===== src/rtl/uart_alu_pkg.sv =====
// uart_alu_pkg: shared byte width, error byte, ALU opcode map and frame FSM state type
// for the UART/ALU byte-framed command controller.
package uart_alu_pkg;

  localparam int unsigned BYTE_W   = 8;
  localparam logic [7:0]  ERR_BYTE = 8'hEE;

  localparam logic [5:0] OP_ADD = 6'b100000;
  localparam logic [5:0] OP_SUB = 6'b100010;
  localparam logic [5:0] OP_AND = 6'b100100;
  localparam logic [5:0] OP_OR  = 6'b100101;
  localparam logic [5:0] OP_XOR = 6'b100110;
  localparam logic [5:0] OP_NOR = 6'b100111;
  localparam logic [5:0] OP_SRA = 6'b000011;
  localparam logic [5:0] OP_SRL = 6'b000010;

  typedef enum logic [2:0] {
    IDLE,
    GET_A,
    GET_B,
    GET_CHK,
    EXEC,
    SEND,
    WAIT_TX
  } state_e;

endpackage


===== src/rtl/uart_alu_frame_ctrl_frame_timer.sv =====
// frame_timer: inter-byte watchdog. clear_i reloads the down-counter; expire_o is high once
// TIMEOUT_CYC-1 cycles have elapsed since the last clear. TIMEOUT_CYC=0 disables it.
module frame_timer #(
  parameter int unsigned TIMEOUT_CYC = 100000
) (
  input  logic clk,
  input  logic reset,
  input  logic clear_i,
  output logic expire_o
);

  generate
    if (TIMEOUT_CYC == 0) begin : g_off
      assign expire_o = 1'b0;
    end else begin : g_on
      // Loaded with TIMEOUT_CYC-2 so that zero is reached in the (TIMEOUT_CYC-1)th cycle after a clear.
      localparam int unsigned CNT_W = (TIMEOUT_CYC > 2) ? $clog2(TIMEOUT_CYC - 1) : 1;
      localparam int unsigned LOAD  = (TIMEOUT_CYC > 1) ? TIMEOUT_CYC - 2 : 0;

      logic [CNT_W-1:0] cnt_q, cnt_d;

      always_comb begin
        cnt_d = cnt_q;
        if (clear_i) begin
          cnt_d = CNT_W'(LOAD);
        end else if (cnt_q != '0) begin
          cnt_d = cnt_q - CNT_W'(1);
        end
      end

      always_ff @(posedge clk) begin
        if (reset) begin
          cnt_q <= CNT_W'(LOAD);
        end else begin
          cnt_q <= cnt_d;
        end
      end

      assign expire_o = (cnt_q == '0);
    end
  endgenerate

endmodule


===== src/rtl/uart_alu_frame_ctrl.sv =====
// uart_alu_frame_ctrl: receives opcode + LSB-first multi-byte operands, runs the external ALU,
// streams the result back byte by byte. Define UART_FRAME_CHECKSUM_EN for a trailing XOR checksum byte.
module uart_alu_frame_ctrl
  import uart_alu_pkg::*;
#(
  parameter int unsigned DATA_W      = 16,
  parameter int unsigned OP_W        = 6,
  parameter int unsigned TIMEOUT_CYC = 100000
) (
  input  logic              clk,
  input  logic              reset,
  input  logic              rx_done_tick,
  input  logic [7:0]        rx_data,
  input  logic              tx_done_tick,
  input  logic [DATA_W-1:0] alu_result,
  output logic [OP_W-1:0]   alu_op,
  output logic [DATA_W-1:0] alu_a,
  output logic [DATA_W-1:0] alu_b,
  output logic              tx_start,
  output logic [7:0]        tx_data,
  output logic              busy,
  output logic              frame_err
);

  // DATA_W must be a multiple of 8 (>= 8); OP_W must not exceed 8.
  localparam int unsigned NBYTES = DATA_W / BYTE_W;
  localparam int unsigned BC_W   = (NBYTES > 1) ? $clog2(NBYTES) : 1;
  localparam logic [BC_W-1:0] LAST_LANE = BC_W'(NBYTES - 1);

  state_e            state_q, state_d;
  logic [BC_W-1:0]   byte_cnt_q, byte_cnt_d;
  logic [OP_W-1:0]   alu_op_q, alu_op_d;
  logic [DATA_W-1:0] alu_a_q, alu_a_d;
  logic [DATA_W-1:0] alu_b_q, alu_b_d;
  logic [DATA_W-1:0] result_q, result_d;
  logic              tx_start_c, frame_err_c;
  logic              in_get, timer_clear, timer_expire, timeout;
  logic              last_lane, tx_last;
  int unsigned       lane_lsb;

`ifdef UART_FRAME_CHECKSUM_EN
  logic [BYTE_W-1:0] chk_q, chk_d;
  logic              err_q, err_d;
`endif

  assign lane_lsb  = BYTE_W * 32'(byte_cnt_q);
  assign last_lane = (byte_cnt_q == LAST_LANE);
  assign in_get    = state_q inside {GET_A, GET_B, GET_CHK};

`ifdef UART_FRAME_CHECKSUM_EN
  assign tx_last = last_lane || err_q;
`else
  assign tx_last = last_lane;
`endif

  // Timer only runs mid-frame; it is held reloaded everywhere else and on every received byte.
  assign timer_clear = rx_done_tick || !in_get;
  assign timeout     = in_get && timer_expire && !rx_done_tick;

  frame_timer #(
    .TIMEOUT_CYC(TIMEOUT_CYC)
  ) u_frame_timer (
    .clk     (clk),
    .reset   (reset),
    .clear_i (timer_clear),
    .expire_o(timer_expire)
  );

  always_comb begin
    state_d     = state_q;
    byte_cnt_d  = byte_cnt_q;
    alu_op_d    = alu_op_q;
    alu_a_d     = alu_a_q;
    alu_b_d     = alu_b_q;
    result_d    = result_q;
    tx_start_c  = 1'b0;
    frame_err_c = 1'b0;
`ifdef UART_FRAME_CHECKSUM_EN
    chk_d = chk_q;
    err_d = err_q;
`endif
    unique case (state_q)
      IDLE: begin
        if (rx_done_tick) begin
          alu_op_d   = rx_data[OP_W-1:0];
          byte_cnt_d = '0;
          state_d    = GET_A;
`ifdef UART_FRAME_CHECKSUM_EN
          chk_d = rx_data;
`endif
        end
      end
      GET_A, GET_B: begin
        if (rx_done_tick) begin
          if (state_q == GET_A) begin
            alu_a_d[lane_lsb +: BYTE_W] = rx_data;
          end else begin
            alu_b_d[lane_lsb +: BYTE_W] = rx_data;
          end
`ifdef UART_FRAME_CHECKSUM_EN
          chk_d = chk_q ^ rx_data;
`endif
          if (last_lane) begin
            byte_cnt_d = '0;
            if (state_q == GET_A) begin
              state_d = GET_B;
            end else begin
`ifdef UART_FRAME_CHECKSUM_EN
              state_d = GET_CHK;
`else
              state_d = EXEC;
`endif
            end
          end else begin
            byte_cnt_d = byte_cnt_q + BC_W'(1);
          end
        end else if (timeout) begin
          state_d     = IDLE;
          frame_err_c = 1'b1;
        end
      end
`ifdef UART_FRAME_CHECKSUM_EN
      GET_CHK: begin
        if (rx_done_tick) begin
          if (rx_data == chk_q) begin
            state_d = EXEC;
          end else begin
            err_d       = 1'b1;
            frame_err_c = 1'b1;
            byte_cnt_d  = '0;
            state_d     = SEND;
          end
        end else if (timeout) begin
          state_d     = IDLE;
          frame_err_c = 1'b1;
        end
      end
`endif
      EXEC: begin
        result_d    = alu_result;
        byte_cnt_d  = '0;
        state_d     = SEND;
        frame_err_c = rx_done_tick;
      end
      SEND: begin
        tx_start_c  = 1'b1;
        state_d     = WAIT_TX;
        frame_err_c = rx_done_tick;
      end
      WAIT_TX: begin
        frame_err_c = rx_done_tick;
        if (tx_done_tick) begin
          if (tx_last) begin
            state_d = IDLE;
`ifdef UART_FRAME_CHECKSUM_EN
            err_d = 1'b0;
`endif
          end else begin
            byte_cnt_d = byte_cnt_q + BC_W'(1);
            state_d    = SEND;
          end
        end
      end
      default: state_d = IDLE;
    endcase
  end

  always_ff @(posedge clk) begin
    if (reset) begin
      state_q    <= IDLE;
      byte_cnt_q <= '0;
      alu_op_q   <= '0;
      alu_a_q    <= '0;
      alu_b_q    <= '0;
      result_q   <= '0;
`ifdef UART_FRAME_CHECKSUM_EN
      chk_q <= '0;
      err_q <= 1'b0;
`endif
    end else begin
      state_q    <= state_d;
      byte_cnt_q <= byte_cnt_d;
      alu_op_q   <= alu_op_d;
      alu_a_q    <= alu_a_d;
      alu_b_q    <= alu_b_d;
      result_q   <= result_d;
`ifdef UART_FRAME_CHECKSUM_EN
      chk_q <= chk_d;
      err_q <= err_d;
`endif
    end
  end

  assign alu_op    = alu_op_q;
  assign alu_a     = alu_a_q;
  assign alu_b     = alu_b_q;
  assign busy      = (state_q != IDLE);
  assign tx_start  = tx_start_c && !reset;
  assign frame_err = frame_err_c && !reset;

`ifdef UART_FRAME_CHECKSUM_EN
  assign tx_data = err_q ? ERR_BYTE : result_q[lane_lsb +: BYTE_W];
`else
  assign tx_data = result_q[lane_lsb +: BYTE_W];
`endif

endmodule


===== config.mk =====
export PLATFORM = sky130hd
export DESIGN_NAME = uart_alu_frame_ctrl
export DESIGN_NICKNAME = d
export VERILOG_FILES = /design/src/rtl/uart_alu_pkg.sv /design/src/rtl/uart_alu_frame_ctrl_frame_timer.sv /design/src/rtl/uart_alu_frame_ctrl.sv
export SDC_FILE = /design/constraint.sdc
export NUM_CORES = 1
export LEC_CHECK = 0
export BUFFER_PORTS_ARGS = -buffer_cell sky130_fd_sc_hd__buf_2
export CAP_MARGIN = 20
export CORE_ASPECT_RATIO = 0.6
export CORE_UTILIZATION = 55
export DETAILED_ROUTE_END_ITERATION = 12
export PLACE_DENSITY = 0.9
export SLEW_MARGIN = 20
export SYNTH_ARGS = -nofsm -noshare
export SYNTH_HDL_FRONTEND = slang
export SYNTH_SLANG_ARGS = --single-unit

===== constraint.sdc =====
create_clock -name clk -period 3 [get_ports clk]
set_input_delay 0.6 -clock clk [delete_from_list [all_inputs] [get_ports clk]]
set_output_delay 0.6 -clock clk [all_outputs]
set_load 0.005 [all_outputs]

# Word level (Yosys, flattened, before mapping)
# Index checks and enable logic that the tools add are counted.
# word_totals
ff_bits	75
latchBits	0
ramBits	0
romBits	0
output_inout_bits	49
elab_cells	67
n_memories	0
# op_classes
addsub	3
mul	0
div_mod_pow	0
order_cmp	0
eq_ne	11
shifts	3
muxes	20
n_bitwise	1
n_reduce_logical	22
# ops
op	count
$neg 4->34	1
$shift 8x34->16 const A	1
$shiftx 8x34->16	1
$bwmux 16	2
$mux 3	7
$logic_not 17->1	1
$reduce_bool 17->1	1
$sub 17x1->17 const B	1
$shiftx 16x5->8	1
$pmux 3 s5	1
$eq 3x3->1 const B	3
$mux 1	8
$reduce_and 4->1	2
$eq 3x2->1 const B	2
$ne 2x2->1 const B	3
$ne 3x3->1 const B	2
$reduce_and 3->1	2
$reduce_bool 3->1	2
$logic_and 1x1->1	4
$pmux 1 s4	1
$reduce_bool 4->1	1
$reduce_or 2->1	2
$eq 3x1->1 const B	1
$logic_not 1->1	3
other kinds (7)	7

# Depth between registers and ports, before layout
# logic_depth
word_depth	8
mapped_depth	7
ltp_nobuf	7

# By module
# From an unflattened synthesis, not the netlist that was laid out.
# unflattened
cells_unflattened	360
area_unflattened_um2	3308.2
# modules_own_cells
mod	n_inst	cells_each	area_per_inst_um2	seq_area_each_um2
uart_alu_frame_ctrl	1	259	2443.6	1161.1
frame_timer	1	101	864.6	340.3

# Worst setup path before layout
# OpenSTA, ideal clock, no wires.
# synth_path
kind	flip-flop to output port
from	reg u_frame_timer.g_on.cnt_q[0]
to	out frame_err
t_arrival_ps	1341
required_time_ps	2400
path_slack_ps	1059
path_stages_with_launch	7
path_buffers	0
cell_sequence	dfxtp_1 -> inv_1 -> ha_1 -> nor4b_2 -> and4_1 -> nand2_1 -> a21oi_1
# synth_via
elab_chain_len	7
# synth_lines
item	line_no	rtl
from (decl)	uart_alu_frame_ctrl_frame_timer.sv:20	logic [CNT_W-1:0] cnt_q, cnt_d;
from (signal assigned)	uart_alu_frame_ctrl_frame_timer.sv:33	cnt_q <= CNT_W'(LOAD);
from (signal assigned)	uart_alu_frame_ctrl_frame_timer.sv:35	cnt_q <= cnt_d;
$logic_not 17->1	uart_alu_frame_ctrl_frame_timer.sv:39	assign expire_o = (cnt_q == '0);
$logic_and 1x1->1 (2 in series)	uart_alu_frame_ctrl.sv:58	assign timeout = in_get && timer_expire && !rx_done_tick;
$mux 1	uart_alu_frame_ctrl.sv:117	end else if (timeout) begin
$mux 1	uart_alu_frame_ctrl.sv:94	if (rx_done_tick) begin
$pmux 1 s2	uart_alu_frame_ctrl.sv:82	unique case (state_q)
$logic_and 1x1->1	uart_alu_frame_ctrl.sv:199	assign frame_err = frame_err_c && !reset;
to (decl)	uart_alu_frame_ctrl.sv:22	output logic frame_err
# No other way between the ends.

# Worst setup path after layout
# Same ends and word-level chain as after synthesis.

==> impl_metrics.csv <==
group,metric,value,unit
floorplanning,pin_count,77,
timing,final-setup-viol-count,0,
synthesis,synth-edff-count,0,
synthesis,syn_area_per_cell,8.81,um2
timing,worst_slack,0.444,ns
drt,drtIter0Drc,154,
synthesis,synthArstFlopShare,0,%
worst_setup_path,r2r_cells,7,
min_path,whs_path_depth,2,
power_and_ir_drop,vdd_ir_drop_max,389,uV
worst_setup_path,path_class,"reg2out",
power_and_ir_drop,cellPowerDensity,599,nW/um2
floorplanning,num_rows,21,
synthesis,synth_cell_types,49,
synthesis,synth_xor_area_share,2.48,%
floorplanning,core,5570,um2
synthesis,synth_seq_cells,75,
place,gp_congestion,0.830,
clocking,clk_path_buf_depth,2,
synthesis,synth-compound-area-share,10.5,%
place,numPortBuffers,76,
timing,relSlewSlack,44.2,%
cells_and_area,area_growth,19.5,%
clocking,path_clk_slew,0.07,ns
min_path,hold_class,"reg2reg",
synthesis,netlist_area,3180,um2
synthesis,yosysWarnings,0,
synthesis,synth-simple-area-share,26.1,%
clocking,numCtsBuffers,9,
clocking,post_cts_resized,0,
power_and_ir_drop,total_power,0.00227,W
cells_and_area,fillers,474,
floorplanning,die_h,60.9,um
cells_and_area,nNetsFinal,465,
global_route,grt_pass1_wl,11900,um
synthesis,ys.flop_type,"dfxtp_1",
synthesis,postSynthCellCount,361,
global_route,grtUsageTotal,26.0,%
run,maxCapViolations,0,
floorplanning,die_x,100,um
clocking,cts_root_buf,"clkbuf_8",
timing,rsz0062_at_grt,"no",
worst_setup_path,critPathCaptureType,"output pin",
cells_and_area,n_antenna_cell,0,
worst_setup_path,max_stage_delay,0.35,ns
synthesis,synth_area_leaders,"dfxtp_1 47%, nand2_1 7.8%, mux2i_1 6.9%",
outcome,status,"finished clean",
place,dp_slack,0.838,ns
clocking,htreeDepth,3,
worst_setup_path,critPathLaunch,"u_frame_timer.g_on.cnt_q[0]",
synthesis,synth_most_common_cell,"dfxtp_1",
drt,drtAntennaViolNets,0,
cells_and_area,layout-drive-gt1-share,26.7,%
synthesis,synth_fp_nets,391,
drt,drt_first_pass_iters,5,
floorplanning,die_area,6100,um2
global_route,grt_max_degree,53,
clocking,holdBufCountCts,0,
global_route,overflow,0,
global_route,antenna_found_initial,0,
timing,slew_viol_final,0,
drt,wl_per_cell,14.6,um
synthesis,yosysTopAreaCell,"dfxtp_1",
worst_setup_path,timing.rr.start,"u_frame_timer.g_on.cnt_q[0]",
worst_setup_path,crit_path_max_fanout,4,
worst_setup_path,slowest_stage,"and4_1",
synthesis,synth_top_area_share,47.2,%
drt,viasPerCell,5.49,
timing,finalCritPeriodShare,85.2,%
timing,hold_viol_final,0,
clocking,clock_latency,0.35,ns
synthesis,synth_mux_area_share,9.76,%
drt,vias,2846,
place,dp_hpwl,5300,um
synthesis,synthTopCellsByCount,"75 x dfxtp_1, 66 x nand2_1, 40 x a21oi_1, 33 x nor2_1",
worst_setup_path,cp.required,2.40,ns
clocking,post_cts_buffers,0,
worst_setup_path,worstPathArrival,1.96,ns
power_and_ir_drop,p_leak,1.51,nW
timing,period_needed,2.56,ns
worst_setup_path,start_kind,"register",
drt,totalWireLength,7540,um
synthesis,seq_area_frac_synth,47.2,%
min_path,min_from,"alu_b[4]",
drt,drc_errors,0,
worst_setup_path,path_cells,"inv_1 > ha_1 > nor4b_2 > and4_1 > nand2_1 > a21oi_1 > buf_2",
synthesis,synth_adder_area_share,0.787,%
timing,clock.fmax,391,MHz
timing,setup_tns,0,ns
timing,worst_pin_slew,0.832,ns
clocking,cts_sinks,75,
clocking,cts_tree,"built",
timing,clock-skew-final,0.00639,ns
global_route,first_global_vias,2505,
floorplanning,initial_utilization,57.1,%
synthesis,synth_top_family_by_area,"simple AND/OR/NAND/NOR gates",
layout make-up:
class | count | area [um2] | share of cell area, %
Multi-Input combinational cell | 263 | 1580 | 41.6
Sequential cell | 75 | 1500 | 39.5
Timing Repair Buffer | 81 | 418 | 11.0
Clock buffer | 11 | 141 | 3.72
Tap cell | 80 | 100 | 2.64
Clock inverter | 3 | 40.0 | 1.05
Inverter | 5 | 18.8 | 0.494
where the power goes:
part | total [W] | internal, W | switching [W]
Sequential | 0.00112 | 0.00105 | 0.0000674
Clock | 0.000740 | 0.000395 | 0.000345
Combinational | 0.000417 | 0.000176 | 0.000241
Total | 0.00227 | 0.00162 | 0.000653
cell families (layout without fill, tap and decap cells):
kind of cell	after synthesis	in the layout
DFF	75	75
buffers and inverters	23	100
xor gates and xnor gates	9	9
AOI/OAI and AO/OA	57	57
muxes	30	30
and+or+nand+nor	165	165
adders and majority gates	2	2
worst max-delay path: cells and delay by family (launching register included):
| kind | cells | cell delay [ns] |
|---|---|---|
| and+or+nand+nor | 3 | 0.73 |
| DFF | 1 | 0.34 |
| buffers and inverters | 2 | 0.26 |
| adders and majority gates | 1 | 0.15 |
| AOI/OAI and AO/OA | 1 | 0.14 |
cells in the final DEF, fill, tap and decap left out, types with 2 or more instances in the layout:
cell type | Yosys | final
o31ai_1 | 3 | 3
a211o_1 | 2 | 2
nand3_1 | 22 | 22
buf_4 | 0 | 5
a21oi_1 | 40 | 40
or3_1 | 4 | 4
or2_2 | 2 | 2
mux2_2 | 8 | 8
xnor2_1 | 5 | 5
nand2_1 | 66 | 66
nor3_1 | 4 | 4
mux2i_1 | 22 | 22
clkinv_2 | 0 | 2
ha_1 | 2 | 2
buf_2 | 4 | 76
nand4b_1 | 3 | 3
nand3b_1 | 3 | 3
inv_1 | 5 | 5
nor2b_1 | 2 | 2
nor3b_1 | 2 | 2
nor2_2 | 2 | 2
nor4_1 | 3 | 3
clkbuf_8 | 0 | 10
nand2b_1 | 4 | 4
o21ai_0 | 5 | 5
dfxtp_1 | 75 | 75
xor2_1 | 4 | 4
nor2_1 | 33 | 33
per-stage QoR:
stage	cells	hold WS (ns)	utilization [%]	area, um2
floorplan	361	0.433	-	3180
global placement	504	0.439	64.9	3620
detailed placement	504	0.446	64.9	3620
CTS	518	0.456	68.2	3800
global route	518	0.476	68.2	3800
finish	518	0.455	68.2	3800
final timing paths:
check,endpoint,slack [ns]
setup reg to reg,u_frame_timer.g_on.cnt_q[16],0.86
hold reg to reg,alu_b[4],0.45
setup / recovery,frame_err,0.44
hold / removal,alu_b[4],0.45
per-layer routing:
layer / share of wire (%) / track usage (%) / vias up
met2: 45 / 41.3 / 116
met3: 9.5 / 10.8 / 9
met4: 1.1 / 9.11 / 0
met1: 44 / 32.4 / 1326
li1: - / - / 1395
met5: 0 / 0 / -
sequential cells by signal, summed over array words and instances, names as in the netlist:
register and flops:
state_q 3, u_frame_timer.g_on.cnt_q 17, alu_b 16, byte_cnt_q 1
alu_a 16, result_q 16, alu_op 6
Note: power is estimated with default switching activity, not from simulation.
